<file path="config.mk">
export PLATFORM = sky130hd
export DESIGN_NAME = fetch_stage
export DESIGN_NICKNAME = d
export VERILOG_FILES = /design/src/rtl/cpu_pkg.sv /design/src/rtl/branch_target_calc.sv /design/src/rtl/fetch_stage.sv
export SDC_FILE = /design/constraint.sdc
export NUM_CORES = 1
export LEC_CHECK = 0
export ABC_AREA = 1
export CAP_MARGIN = 20
export CORE_UTILIZATION = 45
export CTS_CLUSTER_DIAMETER = 200
export DETAILED_ROUTE_END_ITERATION = 6
export GPL_ROUTABILITY_DRIVEN = 0
export HOLD_SLACK_MARGIN = 0.06
export PLACE_DENSITY = 0.73
export SYNTH_ARGS = -nofsm -noshare
export SYNTH_HDL_FRONTEND = slang
export SYNTH_SLANG_ARGS = --single-unit
</file>
<file path="constraint.sdc">
create_clock -name clk -period 6.9 [get_ports clk]
set_input_delay 1.035 -clock clk [delete_from_list [all_inputs] [get_ports clk]]
set_output_delay 1.035 -clock clk [all_outputs]
set_load 0.03 [all_outputs]
</file>
<file path="src/rtl/cpu_pkg.sv">
`default_nettype none
// ============================================================================
//  Module      : cpu_pkg
//  Description : Constants and types shared by the pipelined LEGv8 front end.
//                Holds the default PC width, the instruction width, the
//                canonical NOP encoding, the bounds of the two branch
//                immediate fields, and the per-edge fetch operation type.
//  Revision    : 1.0 - initial release
// ============================================================================
package cpu_pkg;

   localparam int PC_W_DEF = 64;
   localparam int INSTR_W  = 32;

   // ADDI XZR, XZR, #0 : architecturally a no-op, used for pipeline bubbles
   localparam logic [INSTR_W-1:0] NOP_INSTR = 32'h910003FF;

   // B / BL immediate field
   localparam int IMM26_MSB = 25;
   localparam int IMM26_LSB = 0;
   localparam int IMM26_W   = IMM26_MSB - IMM26_LSB + 1;

   // CBZ / B.cond immediate field
   localparam int IMM19_MSB = 23;
   localparam int IMM19_LSB = 5;
   localparam int IMM19_W   = IMM19_MSB - IMM19_LSB + 1;

   // What the fetch stage does on the coming clock edge
   typedef enum logic [1:0] {
      FETCH_HOLD     = 2'd0,
      FETCH_REDIRECT = 2'd1,
      FETCH_SEQ      = 2'd2
   } fetch_op_e;

endpackage : cpu_pkg
`default_nettype wire

</file>
<file path="src/rtl/branch_target_calc.sv">
`default_nettype none
// ============================================================================
//  Module      : branch_target_calc
//  Description : Purely combinational branch target generator.
//                target = pc + (sext(imm) << 2), modulo 2^PC_W.
//                uncond_br = 1 selects imm26 (instr[25:0]),
//                uncond_br = 0 selects imm19 (instr[23:5]).
//  Revision    : 1.0 - initial release
//
//  Ports
//    instr      in  32    instruction currently held in IF/ID
//    pc         in  PC_W  PC of that instruction
//    uncond_br  in  1     1 = unconditional branch immediate format
//    target     out PC_W  computed branch target
// ============================================================================
module branch_target_calc
   import cpu_pkg::*;
#(
   parameter int PC_W = PC_W_DEF
) (
   input  logic [INSTR_W-1:0] instr,
   input  logic [PC_W-1:0]    pc,
   input  logic               uncond_br,
   output logic [PC_W-1:0]    target
);

   // Width used for sign extension: wide enough for the shifted imm26 and
   // for the PC itself; the result is then truncated to PC_W so that narrow
   // PCs wrap naturally.
   localparam int EXT_W = (PC_W > IMM26_W + 2) ? PC_W : IMM26_W + 2;

   logic signed [IMM26_W+1:0] w_off26;
   logic signed [IMM19_W+1:0] w_off19;
   logic signed [EXT_W-1:0]   w_ext26;
   logic signed [EXT_W-1:0]   w_ext19;
   logic [PC_W-1:0]           w_off;
   logic                      w_unused_opcode;

   // Word offsets: the immediate is in instructions, so append two zeros
   assign w_off26 = {instr[IMM26_MSB:IMM26_LSB], 2'b00};
   assign w_off19 = {instr[IMM19_MSB:IMM19_LSB], 2'b00};

   // Signed size casts sign-extend
   assign w_ext26 = EXT_W'(w_off26);
   assign w_ext19 = EXT_W'(w_off19);

   assign w_off  = uncond_br ? w_ext26[PC_W-1:0] : w_ext19[PC_W-1:0];
   assign target = pc + w_off;

   // Opcode bits are decoded elsewhere; they do not affect the target
   assign w_unused_opcode = ^instr[INSTR_W-1:IMM26_MSB+1];

endmodule : branch_target_calc
`default_nettype wire

</file>
<file path="src/rtl/fetch_stage.sv">
`default_nettype none
// ============================================================================
//  Module      : fetch_stage
//  Description : IF stage plus IF/ID pipeline register of the pipelined
//                LEGv8 core. Owns the PC, addresses instruction memory,
//                registers the fetched word with its PC for decode, and
//                redirects fetch when the decoder resolves a taken branch
//                held in IF/ID.
//  Revision    : 1.0 - initial release
//
//  Build option
//    FETCH_DELAY_SLOT_EN  defined   : the instruction fetched in the
//                                     redirect cycle is kept (delay slot),
//                                     0-bubble branch penalty.
//                         undefined : that instruction is squashed into a
//                                     bubble, 1-bubble branch penalty.
//
//  Parameters
//    PC_W      PC / address width
//    RESET_PC  PC loaded on reset
//
//  Ports
//    clk          in  1     clock, rising edge
//    reset        in  1     asynchronous active-high reset
//    stall        in  1     load-use stall, freezes PC and IF/ID
//    br_taken     in  1     branch taken, decoded from if_id_instr
//    uncond_br    in  1     immediate format select for the target
//    imem_data    in  32    instruction word at imem_addr
//    imem_addr    out PC_W  current PC register
//    if_id_instr  out 32    instruction for ID
//    if_id_pc     out PC_W  PC of if_id_instr
//    if_id_valid  out 1     1 = real instruction, 0 = bubble
// ============================================================================
module fetch_stage
   import cpu_pkg::*;
#(
   parameter int              PC_W     = PC_W_DEF,
   parameter logic [PC_W-1:0] RESET_PC = '0
) (
   input  logic               clk,
   input  logic               reset,
   input  logic               stall,
   input  logic               br_taken,
   input  logic               uncond_br,
   input  logic [INSTR_W-1:0] imem_data,
   output logic [PC_W-1:0]    imem_addr,
   output logic [INSTR_W-1:0] if_id_instr,
   output logic [PC_W-1:0]    if_id_pc,
   output logic               if_id_valid
);

   logic [PC_W-1:0]    r_pc;
   logic [INSTR_W-1:0] r_instr;
   logic [PC_W-1:0]    r_if_pc;
   logic               r_valid;

   logic [PC_W-1:0]    w_target;
   fetch_op_e          w_op;

   branch_target_calc #(
      .PC_W      (PC_W)
   ) u_target (
      .instr     (r_instr),
      .pc        (r_if_pc),
      .uncond_br (uncond_br),
      .target    (w_target)
   );

   // Stall wins over everything, so a branch seen during a stall is simply
   // re-evaluated once the stall drops. A bubble in IF/ID never redirects,
   // whatever the decoder says about the NOP.
   always_comb begin
      w_op = FETCH_SEQ;
      if (stall) begin
         w_op = FETCH_HOLD;
      end else if (br_taken && r_valid) begin
         w_op = FETCH_REDIRECT;
      end
   end

   always_ff @(posedge clk or posedge reset) begin
      if (reset) begin
         r_pc    <= RESET_PC;
         r_instr <= NOP_INSTR;
         r_if_pc <= '0;
         r_valid <= 1'b0;
      end else begin
         case (w_op)
            FETCH_REDIRECT: begin
               r_pc    <= w_target;
               r_if_pc <= r_pc;
`ifdef FETCH_DELAY_SLOT_EN
               // Delay slot: the sequential instruction still executes
               r_instr <= imem_data;
               r_valid <= 1'b1;
`else
               // Wrong-path instruction is squashed
               r_instr <= NOP_INSTR;
               r_valid <= 1'b0;
`endif
            end
            FETCH_SEQ: begin
               r_pc    <= r_pc + PC_W'(4);
               r_instr <= imem_data;
               r_if_pc <= r_pc;
               r_valid <= 1'b1;
            end
            default: begin
               // FETCH_HOLD: all state frozen
            end
         endcase
      end
   end

   assign imem_addr   = r_pc;
   assign if_id_instr = r_instr;
   assign if_id_pc    = r_if_pc;
   assign if_id_valid = r_valid;

endmodule : fetch_stage
`default_nettype wire
</file>
==> run summary <==
die area = 30840 um2
clock skew = 9.116 ps
total negative setup slack = 0 ps
Starting Density = 45.76%
cell row count = 63
Int Power = 3.158 mW
worst reg-to-reg setup slack = 3400 ps
WS Path Type = input port to register
Layout area overhead = 22.01%
LEAKAGE = 8.909 nW
# IOs = 198
Mapped Avg Cell Area = 6.001 um2
Diodes inserted = 0
Final setup viols = 0
worst skew pair latency = 450 ps
first-pass GRT wire length = 79800 um
clock group share of total power = 13.9%
fmax = 214.7 MHz
final worst-path cycle share = 67.50%
1st-pass router iterations = 6
worst r2r src = if_id_instr[23]
Worst Setup End Kind = register
Mapped Cells = 2260
Flop pwr share = 27.3%
all-layer global routing usage = 34.12%
CP max stage delay = 570 ps
post-CTS setup buffers = 0
syn_nets = 2360
status = completed
Worst slew margin = 42.20%
final non-filler cell total = 2846
Crit Reg-Reg Endpoint = imem_addr[51]
dpl hpwl = 41470 um
Psw = 3.794 mW
post-synthesis sequential area ratio = 29.82%
share of post-route cells with drive strength above 1 = 3.624%
grt ovf = 0
Seq cells post-synth = 161
worst min path class = register to register
Core Footprint = 29640 um2
DRT iter0 DRCs = 2239
Syn Std Cell Area = 13560 um2
FILL cells = 2946
worst-path cell chain = clkdlybuf4s50_1 > buf_4 > inv_1 > nand2_1 > o21ai_2 > buf_4 > ha_1 > nand2_1 > nor2_1 > inv_1 > nor3_1 > nand2_1 > nor2_1 > nand2_1 > nand4_1 > nand3_1 > nand2_1 > inv_1
crit path max fanout = 37
Critical-path top delay cell = nor3_1
area of the multi-input gates = 7752 um2
r2r worst-path depth = 15
post-cts resize count = 0
pin count of the biggest net entering global routing = 108
Max Slew Vio Count = 0
Hold Violations, Final = 0
Min Clock Period, post-route = 4657 ps
CP most frequent cell = nand2_1
Register Area = 4045 um2
DRC = 0
maximum root-to-sink buffer count = 2
Synth async-reset ratio = 100.0%
Synth cell types = 42
Placed Instances = 2813
Ys Warns = 0
Vias = 15490
Clock Pin Slew Worst Setup and Hold Paths = 70 ps
Sink Count = 161
worst vdd ir = 0.0003023 V
H-tree levels = 4
nets = 2544
WP data required = 7240 ps
ANT nets after route = 0
Die Wd = 175.6 um
total power = 6.952 mW
Root Buffer = clkbuf_16
hold endpoint = if_id_valid
worst slew pin tran = 867.0 ps
Post-synth EDFFs = 0
Main synth FF type = dfrtp_1
Comb pwr share = 58.9%
RSZ-0062 raised after global routing = no
startpoint types = input port
WL final = 52140 um
WHS Path Cells = 2
maxcap violations = 0
count of input and output buffers = 197
Via density = 5.443
Hold Startpoint = if_id_valid
Die Span Y = 175.6 um
TritonCTS Buffers = 17
antenna violations before repair = 1
routed len/inst = 18.32 um
CTS tree = yes
Net Sw Frac = 54.58%
Critical Path AT = 5000 ps
power per cell area = 420.1 nW/um2
vias in the first global route = 14124
CTS Hold Buffers Added = 0
==> per-layer routing <==
metal | GRT usage (%) | routed length, um | vias to the layer above
li1 | - | - | 7345
met2 | 47.63 | 21040 | 941
met3 | 10.80 | 7655 | 136
met5 | 0 | 29 | -
met1 | 48.77 | 21480 | 7066
met4 | 12.43 | 1930 | 2
==> cell usage after synthesis (4+ instances only) <==
| cell | instances | area [um2] |
|---|---|---|
| nor3_1 | 30 | 150.1 |
| o21ai_0 | 122 | 610.6 |
| o21ai_1 | 6 | 30.03 |
| nor4_1 | 7 | 43.79 |
| dfrtp_1 | 148 | 3704 |
| o21bai_1 | 8 | 60.06 |
| o22ai_1 | 13 | 81.33 |
| inv_1 | 427 | 1603 |
| nand2_2 | 5 | 31.28 |
| a22o_1 | 5 | 43.79 |
| nand3_1 | 143 | 715.7 |
| clkbuf_1 | 38 | 142.6 |
| a21oi_1 | 75 | 375.4 |
| nor2_2 | 9 | 56.30 |
| nor2_4 | 4 | 45.04 |
| ha_1 | 62 | 775.7 |
| xnor2_1 | 6 | 52.55 |
| or2_2 | 5 | 31.28 |
| nand2_1 | 859 | 3224 |
| dfstp_2 | 13 | 341.6 |
| nor2_1 | 169 | 634.4 |
| nand4_1 | 34 | 212.7 |
| xor2_1 | 41 | 359.1 |
==> power groups by stage <==
stage                     sequential, mW  clock [mW]  combinational, mW
after floorplan                     2.27           0               1.90
after global placement              1.86           0               3.93
after detailed placement            1.86           0               3.97
after CTS                           1.85       0.968               3.99
after global routing                1.91        1.00               4.43
final                               1.90       0.963               4.09
==> stage by stage <==
stage | hold slack (ps) | setup slack [ps] | util, % | area, um2
2_1_floorplan | 605.9 | 1538 | - | 13560
3_3_place_gp | 491.0 | 2062 | 53.75 | 15930
3_5_place_dp | 486.9 | 2030 | 53.75 | 15930
4_1_cts | 504.2 | 2475 | 55.67 | 16500
5_1_grt | 523.0 | 2122 | 55.83 | 16550
6_report | 501.7 | 2243 | 55.83 | 16550
==> worst max path at each step <==
stage / start / end / slack [ps]
5_1_grt: uncond_br / imem_addr[51] / 2120
6_report: uncond_br / imem_addr[51] / 2240
3_5_place_dp: uncond_br / imem_addr[51] / 2030
4_1_cts: uncond_br / imem_addr[51] / 2480
2_1_floorplan: reset / if_id_instr[10] / 1540
3_3_place_gp: uncond_br / imem_addr[51] / 2060
==> cells by family after synthesis <==
kind of cell,share of synthesized area [%]
compound gates,9.253
xor+xnor,3.035
fa+ha+maj,5.867
buf+inv,13.10
flops,29.82
simple gates,38.92
==> cells in the final DEF, fill, tap and decap left out, types with 2 or more instances in the layout <==
cell and instances:
nand2_1 859, inv_1 426, clkdlybuf4s50_1 196, nor2_1 168, dfrtp_1 148, nand3_1 143
o21ai_0 121, a21oi_1 75, ha_1 62, xor2_1 41, nand4_1 34, nor3_1 30
clkbuf_16 17, o22ai_1 13, dfstp_2 13, nor2_2 9, buf_4 9, o21bai_1 8
nor4_1 7, inv_6 6, xnor2_1 6, o21ai_1 6, nor2_4 5, a22o_1 5
or2_2 5, nand2_2 5, and2_1 3, nand3_2 3, nor3_2 3, nand3b_1 3
and3_1 3, clkinv_2 3, inv_2 2, o32ai_1 2, inv_8 2, clkinv_4 2
==> area by class of cell <==
cell class / count / area share, %
repair buffers: 207 / 12.55
well taps: 390 / 2.949
clock buffers: 17 / 2.571
flip-flops and latches: 161 / 24.44
multi-input cells: 1628 / 46.85
inverters: 429 / 9.761
clock inverters: 14 / 0.8771
==> critical path, delay by kind of cell <==
family	cells	cell delay (ps)
AND/OR/NAND/NOR	10	1880
buffers and inverters	6	1420
adder cells (fa/ha/maj)	1	550
AO/OA/AOI/OAI	1	70
==> registers in the layout, summed over array words and instances, names as in the netlist <==
| signal | cells |
|---|---|
| if_id_pc | 64 |
| if_id_instr | 32 |
| if_id_valid | 1 |
| imem_addr | 64 |
(Power assumes the default switching activity.)
